$ cat src/rtl/mini_alu_exec_if.sv
// Instruction handshake between the fetch/IP logic and the mini-ALU execute stage.
// Packed instruction layout is {opcode, dst, src1, src0}.
interface mini_alu_exec_if #(
  parameter int OPC_W  = 4,
  parameter int ADDR_W = 8
) ();
  logic                      iInstValid;
  logic                      oInstReady;
  logic [OPC_W+3*ADDR_W-1:0] iInstruction;

  modport master (output iInstValid, output iInstruction, input oInstReady);
  modport slave  (input iInstValid, input iInstruction, output oInstReady);
endinterface

$ cat src/rtl/mini_alu_exec.sv
// Mini-ALU execute stage: register file, single-cycle ALU/branch ops, and an
// iterative shift-add multiplier writing the RL/RH result registers.
//
// state | meaning
// IDLE  | accepting instructions (unless a branch pulse is out)
// MUL   | one shift-add step per cycle, counter runs down to terminal count 1
module mini_alu_exec #(
  parameter int DATA_W    = 16,
  parameter int ADDR_W    = 8,
  parameter int REG_DEPTH = 16,
  parameter int OPC_W     = 4,
  parameter int LED_W     = 8
) (
  input  logic              Clock,
  input  logic              Reset,
  mini_alu_exec_if.slave    inst,
  output logic              oBranchTaken,
  output logic [ADDR_W-1:0] oBranchTarget,
  output logic              oBusy,
  output logic [DATA_W-1:0] oRL,
  output logic [DATA_W-1:0] oRH,
  output logic [2:0]        oFlags,
  output logic [LED_W-1:0]  oLed
);

  localparam int IDX_W = (REG_DEPTH > 1) ? $clog2(REG_DEPTH) : 1;
  localparam int CNT_W = $clog2(DATA_W + 1);
  localparam int MSB   = DATA_W - 1;

  localparam logic [ADDR_W:0]   DEPTH_L = (ADDR_W+1)'(REG_DEPTH);
  localparam logic [ADDR_W-1:0] ADDR_RH = {ADDR_W{1'b1}};
  localparam logic [ADDR_W-1:0] ADDR_RL = {{(ADDR_W-1){1'b1}}, 1'b0};

  localparam logic [OPC_W-1:0] OP_ADD  = OPC_W'(1);
  localparam logic [OPC_W-1:0] OP_SUB  = OPC_W'(2);
  localparam logic [OPC_W-1:0] OP_SMUL = OPC_W'(3);
  localparam logic [OPC_W-1:0] OP_UMUL = OPC_W'(4);
  localparam logic [OPC_W-1:0] OP_STO  = OPC_W'(5);
  localparam logic [OPC_W-1:0] OP_BLE  = OPC_W'(6);
  localparam logic [OPC_W-1:0] OP_JMP  = OPC_W'(7);
  localparam logic [OPC_W-1:0] OP_LED  = OPC_W'(8);

  typedef enum logic {IDLE, MUL} state_t;

  state_t                state;
  logic [DATA_W-1:0]     regFile [REG_DEPTH];
  logic [OPC_W-1:0]      opc;
  logic [ADDR_W-1:0]     dst, src1, src0;
  logic [DATA_W-1:0]     op1, op0, addRes, subRes, imm, magA, magB;
  logic                  addV, subV, bleTaken, dstOk, accept, isSigned;
  logic [2*DATA_W-1:0]   acc, mcand, accNext, prod;
  logic [DATA_W-1:0]     mplier;
  logic                  mulNeg;
  logic [CNT_W-1:0]      cnt;

  assign {opc, dst, src1, src0} = inst.iInstruction;
  assign inst.oInstReady = (state == IDLE) && !oBranchTaken;
  assign oBusy           = (state == MUL);
  assign accept          = inst.iInstValid && inst.oInstReady;

  // RH/RL alias the top two addresses; anything else past the file reads 0
  always_comb begin
    op1 = '0;
    op0 = '0;
    if (src1 == ADDR_RH)                  op1 = oRH;
    else if (src1 == ADDR_RL)             op1 = oRL;
    else if ({1'b0, src1} < DEPTH_L)      op1 = regFile[src1[IDX_W-1:0]];
    if (src0 == ADDR_RH)                  op0 = oRH;
    else if (src0 == ADDR_RL)             op0 = oRL;
    else if ({1'b0, src0} < DEPTH_L)      op0 = regFile[src0[IDX_W-1:0]];
  end

  always_comb begin
    addRes   = op1 + op0;
    subRes   = op1 - op0;
    addV     = (op1[MSB] == op0[MSB]) && (addRes[MSB] != op1[MSB]);
    subV     = (op1[MSB] != op0[MSB]) && (subRes[MSB] != op1[MSB]);
    bleTaken = $signed(op1) <= $signed(op0);
    imm      = DATA_W'({src1, src0});
    dstOk    = {1'b0, dst} < DEPTH_L;
    isSigned = (opc == OP_SMUL);
    magA     = (isSigned && op1[MSB]) ? -op1 : op1;
    magB     = (isSigned && op0[MSB]) ? -op0 : op0;
    accNext  = acc + (mplier[0] ? mcand : '0);
    prod     = mulNeg ? -accNext : accNext;
  end

  always_ff @(posedge Clock or negedge Reset) begin
    if (!Reset) begin
      state         <= IDLE;
      for (int i = 0; i < REG_DEPTH; i++) regFile[i] <= '0;
      oRL           <= '0;
      oRH           <= '0;
      oFlags        <= '0;
      oLed          <= '0;
      oBranchTaken  <= 1'b0;
      oBranchTarget <= '0;
      acc           <= '0;
      mcand         <= '0;
      mplier        <= '0;
      mulNeg        <= 1'b0;
      cnt           <= '0;
    end else begin
      oBranchTaken <= 1'b0;
      case (state)
        IDLE: begin
          if (accept) begin
            case (opc)
              OP_ADD: begin
                if (dstOk) regFile[dst[IDX_W-1:0]] <= addRes;
                oFlags <= {addV, addRes[MSB], addRes == '0};
              end
              OP_SUB: begin
                if (dstOk) regFile[dst[IDX_W-1:0]] <= subRes;
                oFlags <= {subV, subRes[MSB], subRes == '0};
              end
              OP_SMUL, OP_UMUL: begin
                acc    <= '0;
                mcand  <= {{DATA_W{1'b0}}, magA};
                mplier <= magB;
                mulNeg <= isSigned && (op1[MSB] ^ op0[MSB]);
                cnt    <= CNT_W'(DATA_W);
                state  <= MUL;
              end
              OP_STO: if (dstOk) regFile[dst[IDX_W-1:0]] <= imm;
              OP_BLE: begin
                if (bleTaken) begin
                  oBranchTaken  <= 1'b1;
                  oBranchTarget <= dst;
                end
              end
              OP_JMP: begin
                oBranchTaken  <= 1'b1;
                oBranchTarget <= dst;
              end
              OP_LED: oLed <= op1[LED_W-1:0];
              default: ;
            endcase
          end
        end
        MUL: begin
          acc    <= accNext;
          mcand  <= mcand << 1;
          mplier <= mplier >> 1;
          cnt    <= cnt - 1'b1;
          // last step folds straight into the result registers
          if (cnt == CNT_W'(1)) begin
            {oRH, oRL} <= prod;
            state      <= IDLE;
          end
        end
        default: state <= IDLE;
      endcase
    end
  end

endmodule

$ cat src/flat_wrapper.sv
// flat-port wrapper written by rule: the top's interface ports become plain ports
module mini_alu_exec_flat 
#(
  parameter int DATA_W    = 16,
  parameter int ADDR_W    = 8,
  parameter int REG_DEPTH = 16,
  parameter int OPC_W     = 4,
  parameter int LED_W     = 8
)
  (Clock, Reset, oBranchTaken, oBranchTarget, oBusy, oRL, oRH, oFlags, oLed, inst_iInstValid, inst_iInstruction, inst_oInstReady);
  mini_alu_exec_if #(.OPC_W(OPC_W), .ADDR_W(ADDR_W)) inst_i ();
  input  logic Clock;
  input  logic Reset;
  output logic oBranchTaken;
  output logic [ADDR_W-1:0] oBranchTarget;
  output logic oBusy;
  output logic [DATA_W-1:0] oRL;
  output logic [DATA_W-1:0] oRH;
  output logic [2:0] oFlags;
  output logic [LED_W-1:0] oLed;
  input wire logic [$bits(inst_i.iInstValid)-1:0] inst_iInstValid;
  input wire logic [$bits(inst_i.iInstruction)-1:0] inst_iInstruction;
  output wire logic [$bits(inst_i.oInstReady)-1:0] inst_oInstReady;
  assign inst_i.iInstValid = inst_iInstValid;
  assign inst_i.iInstruction = inst_iInstruction;
  assign inst_oInstReady = inst_i.oInstReady;
  mini_alu_exec #(.DATA_W(DATA_W), .ADDR_W(ADDR_W), .REG_DEPTH(REG_DEPTH), .OPC_W(OPC_W), .LED_W(LED_W)) u_core (.Clock(Clock), .Reset(Reset), .inst(inst_i), .oBranchTaken(oBranchTaken), .oBranchTarget(oBranchTarget), .oBusy(oBusy), .oRL(oRL), .oRH(oRH), .oFlags(oFlags), .oLed(oLed));
endmodule
$ cat config.mk
export PLATFORM = sky130hd
export DESIGN_NAME = mini_alu_exec_flat
export DESIGN_NICKNAME = d
export VERILOG_FILES = /design/src/rtl/mini_alu_exec_if.sv /design/src/rtl/mini_alu_exec.sv /design/src/flat_wrapper.sv
export SDC_FILE = /design/constraint.sdc
export NUM_CORES = 2
export LEC_CHECK = 0
export CORE_UTILIZATION = 23
export CTS_CLUSTER_DIAMETER = 30
export DETAILED_ROUTE_END_ITERATION = 16
export PLACE_DENSITY = 0.48
export SLEW_MARGIN = 30
export SYNTH_ARGS = -nofsm -noshare
export SYNTH_HDL_FRONTEND = slang
export SYNTH_SLANG_ARGS = --single-unit
$ cat constraint.sdc
create_clock -name Clock -period 6.85 [get_ports Clock]
set_input_delay 0.685 -clock Clock [delete_from_list [all_inputs] [get_ports Clock]]
set_output_delay 0.685 -clock Clock [all_outputs]
set_load 0.005 [all_outputs]
Yosys cells after proc, flatten, opt, wreduce, memory -nomap -nowiden
Cells that the tools add are included.
{ "word_totals": {"in_bits": 31, "word_cells": 141, "regBits": 395, "out_inout_bits": 54} }
{ "classes": {"n_mux": 48, "eq_ne": 23, "reduce_logical": 22, "magnitude_cmp": 8, "add_sub_neg": 7, "bitwise": 5} }
{ "op_table": {"columns": ["operator", "n"], "rows": [
  ["$bwmux 256", 3],
  ["$mux 256", 3],
  ["$pmux 256 s3", 1],
  ["$mux 16", 15],
  ["$mux 32", 6],
  ["$bmux 16 s4", 2],
  ["$pmux 32 s2", 2],
  ["$demux 16 s4", 1],
  ["$add 32x32->32", 1],
  ["$eq 8x8->1 const B", 4],
  ["$logic_not 16->1", 2],
  ["$neg 16->16", 2],
  ["$neg 32->32", 1],
  ["$pmux 16 s2", 1],
  ["$lt 8x5->1 const B", 3],
  ["$add 16x16->16", 1],
  ["$eq 4x3->1 const B", 4],
  ["$le 16x16->1", 1],
  ["$pmux 8 s2", 1],
  ["$sub 16x16->16", 1],
  ["$ge 5x5->1 const B", 3],
  ["$not 4->5", 3],
  ["$mux 5", 2],
  ["$ne 2x1->1 const B", 5],
  ["25 further kinds", 45]
]} }

Depth between registers and ports, before layout
{ "logic_depth": {"ltp_word": 12, "mapped_depth": 24, "ltp_nobuf": 18} }

Worst setup path after synthesis
OpenSTA, ideal clock, no wires.
{ "synth_timing": {"path_type": "input to register", "start": "input port inst_iInstruction[8]", "end": "register (tool-made name)", "arrival_time_ps": 5996, "path_buffers": 9, "setup_ps": 133, "t_required_ps": 6717, "setup_slack_ps": 721, "stages": 18, "path_cell_list": "buf_2 > buf_4 > buf_4 > buf_4 > buf_2 > buf_2 > buf_2 > mux4_2 > mux4_2 > a21oi_1 > inv_1 > ha_1 > clkbuf_1 > o41ai_1 > o22ai_1 > a211oi_1 > clkbuf_1 > a21oi_1"} }
{ "synth_lines": {"columns": ["element", "line_no", "source"], "rows": [
  ["from (decl)", "flat_wrapper.sv:22", "input wire logic [$bits(inst_i.iInstruction)-1:0] inst_iInstruction;"]
]} }

Worst setup path after layout
{ "layout_timing": {"start": "input port inst_iInstruction[15]", "end": "register u_core.oBranchTarget[1]"} }
{ "layout_via": {"elab_chain_cells": 7, "word_cells_on_any_way": 9, "cone_classes": "order compare: 2; eq/ne: 3; mux: 3; reduce/logical: 1"} }
{ "layout_lines": {"columns": ["element", "line_no", "source"], "rows": [
  ["$lt 8x5->1", "mini_alu_exec.sv:67", "else if ({1'b0, src1} < DEPTH_L) op1 = regFile[src1[IDX_W-1:0]];"],
  ["$mux 16", "mini_alu_exec.sv:67", null],
  ["$mux 16", "mini_alu_exec.sv:66", "else if (src1 == ADDR_RL) op1 = oRL;"],
  ["$mux 16 *", "mini_alu_exec.sv:65", "if (src1 == ADDR_RH) op1 = oRH;"],
  ["net u_core.op1[1]", "mini_alu_exec.sv:49", "logic [DATA_W-1:0] op1, op0, addRes, subRes, imm, magA, magB;"],
  ["$le 16x16->1 *", "mini_alu_exec.sv:78", "bleTaken = $signed(op1) <= $signed(op0);"],
  ["$ne 2x1->1 (no line) *", null, null],
  ["$reduce_and 4->1 (no line) *", null, null],
  ["to (signal assigned)", "mini_alu_exec.sv:129", "oBranchTarget <= dst;"],
  ["to (signal assigned)", "mini_alu_exec.sv:134", "oBranchTarget <= dst;"],
  ["to (decl)", "mini_alu_exec.sv:18", "output logic [ADDR_W-1:0] oBranchTarget,"]
]} }
The timed path passes the listed nets; every way through them passes the cells marked *.
A chain may end at the register's enable or synchronous reset.

==> impl_metrics.json <==
{
  "setup_viol": 0,
  "cpPeakStageDelay_ps": 780,
  "dp_cells": 3935,
  "die-area_sq_mm": 0.108,
  "crit_chain": "clkdlybuf4s50_1, nor4_2, buf_4, o211ai_1, a21oi_1, inv_1, fa_1, o21bai_1, and2_1, o31ai_1, a211oi_1, o31a_1, a31oi_1, or4_1, nand4_1, mux2_2",
  "switchingPower_w": 0.00253,
  "critPathLaunchType": "primary input",
  "gp_congestion": 0.961,
  "cts_setup_buffers": 0,
  "hold_viol": 0,
  "seq_area_frac_synth_pct": 40.2,
  "internal-power_w": 0.00679,
  "crit_arrival_ps": 6500,
  "routed_wl_um": 89900,
  "postSynthNetCount": 2667,
  "cts_num_sinks": 395,
  "async_flop_share_pct": 100,
  "overflow": 0,
  "synth_top_area_cell": "dfrtp_1",
  "power.leakage_nw": 12.9,
  "fin_cells": 4126,
  "cpMaxStageDelayCell": "nor4_2",
  "grt_pass1_vias": 20448,
  "drive_gt1_share_pct": 17.3,
  "max_slew_margin_pct": 29.9,
  "io_buffer_count": 84,
  "tightest_slew_ps": 1050,
  "end_kind": "flop",
  "drv_slew": 0,
  "ys_seq_elements": 395,
  "drt_iter0_drc": 1882,
  "vdd_drop_max_mv": 0.201,
  "cts_buffers": 105,
  "seqPwrFrac_pct": 30.5,
  "netSwitchingFraction_pct": 27.2,
  "clk_latency_ps": 650,
  "area_delta_synth_final_pct": 26.0,
  "first_pass_iters": 12,
  "ctsHtreeMaxLevel": 3,
  "syn_avg_cell_area_sq_um": 9.57,
  "grt_max_degree": 149,
  "die_h_um": 329,
  "layout.nets": 2752,
  "hp-class": "primary input to async pin",
  "crit_required_ps": 7360,
  "viasPerCell": 5.01,
  "status": "finished with violations",
  "die_x_um": 329,
  "power_density_mw_per_mm2": 301,
  "synthCells": 2566,
  "io_pins": 85,
  "hold_slack_ps": 89.0,
  "combPwrFrac_pct": 12.6,
  "wl_per_cell_um": 21.8,
  "ys.flop_type": "dfrtp_1",
  "initial_core_util_pct": 23.3,
  "fp-row-count": 119,
  "grt_usage_pct": 16.6,
  "cts_resized": 0,
  "synth_edf_count": 0,
  "path_class": "primary input to flop",
  "drc": 20,
  "drtAntennaViolNets": 0,
  "synth_area_sq_mm": 0.0246,
  "setup_tns_ps": 0,
  "postPlaceCellArea_sq_mm": 0.0271,
  "antenna_found_initial": 5,
  "cap_violations": 0,
  "cts_tree": "done",
  "vias": 20668,
  "period_share_pct": 87.4,
  "fmax_mhz": 167,
  "finClkSkew_ps": 29.5,
  "ys_warn_count": 0,
  "pwr-share-clk_pct": 56.9,
  "power_w": 0.00932,
  "synth_top_area_share_pct": 40.2,
  "clockBufferDepth": 3,
  "grt_setup_unrepaired": "no",
  "fin_area_sq_mm": 0.0309,
  "min_period_ps": 5990,
  "core_sq_mm": 0.106,
  "violations": "DRC",
  "path_max_fanout": 9,
  "root_buffer": "clkbuf_16",
  "synth_area_leaders": "dfrtp_1 (40%), mux4_2 (13%), o21ai_0 (6.5%)",
  "hold_buffers": 0,
  "clkSlewWorstSetupHoldPaths_ps": 50,
  "grt_pass1_wl_um": 135000,
  "yosysUniqueCellTypes": 77,
  "hpwl_um": 63800
}
[final cells by class]
| cell class | count | area, sq um |
|---|---|---|
| Sequential cell | 395 | 9890 |
| Antenna cell | 3 | 7.51 |
| Clock buffer | 129 | 2900 |
| Multi-Input combinational cell | 1950 | 13900 |
| Clock inverter | 59 | 918 |
| Tap cell | 1391 | 1740 |
| Inverter | 44 | 165 |
| Fill cell | 10993 | 74600 |
| Timing Repair Buffer | 155 | 1420 |
[per-stage QoR]
stage	utilization (%)	worst slack, ps
after floorplan	-	721
after global placement	25.6	211
after detailed placement	25.7	296
after CTS	29.3	957
after global routing	29.3	538
final	29.3	862
[worst max-delay path: cells and delay by family]
family | cells | cell delay, ps
buffers and inverters | 3 | 1160
AO/OA/AOI/OAI | 7 | 1740
multiplexers | 1 | 400
adder cells (fa/ha/maj) | 1 | 550
AND/OR/NAND/NOR | 4 | 1950
[final timing paths]
check,start,to,slack (ps),cells after the start
worst max-delay path,inst_iInstruction[15],u_core.oBranchTarget[1],860,16
worst min-delay path,Reset,u_core.acc[2],90,1
worst max register to register,flop,u_core.oBranchTarget[1],1380,17
worst min register to register,u_core.mplier[10],u_core.mplier[9],470,2
max in group asynchronous,Reset,async pin,5310,2
min in group Clock,u_core.mplier[10],u_core.mplier[9],470,2
[power by group through the flow]
stage | logic, W | registers (W) | clock network, W
after detailed placement | 0.00117 | 0.00288 | 0
after CTS | 0.00118 | 0.00285 | 0.00540
after floorplan | 0.000671 | 0.00266 | 0
after global routing | 0.00129 | 0.00287 | 0.00552
final | 0.00117 | 0.00285 | 0.00531
after global placement | 0.00117 | 0.00288 | 0
[layout by cell type (no fill, tap or decap), types with 67 or more instances in the layout]
| master | count |
|---|---|
| a21oi_1 | 173 |
| buf_4 | 68 |
| clkbuf_16 | 105 |
| clkdlybuf4s50_1 | 77 |
| dfrtp_1 | 392 |
| ha_1 | 67 |
| mux4_2 | 138 |
| nand2_1 | 403 |
| nor2_1 | 207 |
| o21ai_0 | 321 |
[Yosys cell counts, types with 9 or more instances]
library cell	count
mux4_2	138
o21ai_0	321
or3_1	18
a22o_1	10
nand2_1	411
nor2b_1	19
o31ai_1	21
a21o_1	15
nand2b_1	16
or2_2	9
o41ai_1	12
clkbuf_1	136
dfrtp_1	395
inv_1	44
a21oi_1	175
a211oi_1	14
or4_1	13
nor2_1	207
o22ai_1	10
nand3_1	28
nor4_1	11
a22oi_1	17
o211ai_1	11
o21ai_1	12
xnor2_1	66
mux2_2	30
o221ai_1	17
a221oi_1	9
and2_1	41
nand4_1	11
a2bb2oi_1	9
xor2_1	45
o21a_1	9
nor3_1	25
buf_1	13
ha_1	67
buf_2	20
mux2i_1	42
[cell families (layout without fill, tap and decap cells)]
kind of cell,Yosys count,after routing,share of synthesized area (%)
AND/OR/NAND/NOR,838,838,15.1
adder cells (fa/ha/maj),70,70,3.66
flip-flops,395,395,40.2
buffers and inverters,221,387,3.60
XOR/XNOR,111,111,3.96
multiplexers,210,210,15.7
AO/OA/AOI/OAI,721,721,17.7
other,0,3,0
[metal layers]
layer / vias to the layer above / GRT usage [%] / routed length [um]
met5: - / 0 / 27
met4: 4 / 5.92 / 2920
met3: 160 / 3.16 / 5480
met2: 685 / 25.6 / 40600
met1: 10287 / 23.0 / 40800
li1: 9532 / - / -
No activity file was read; power rests on OpenSTA's default activity.
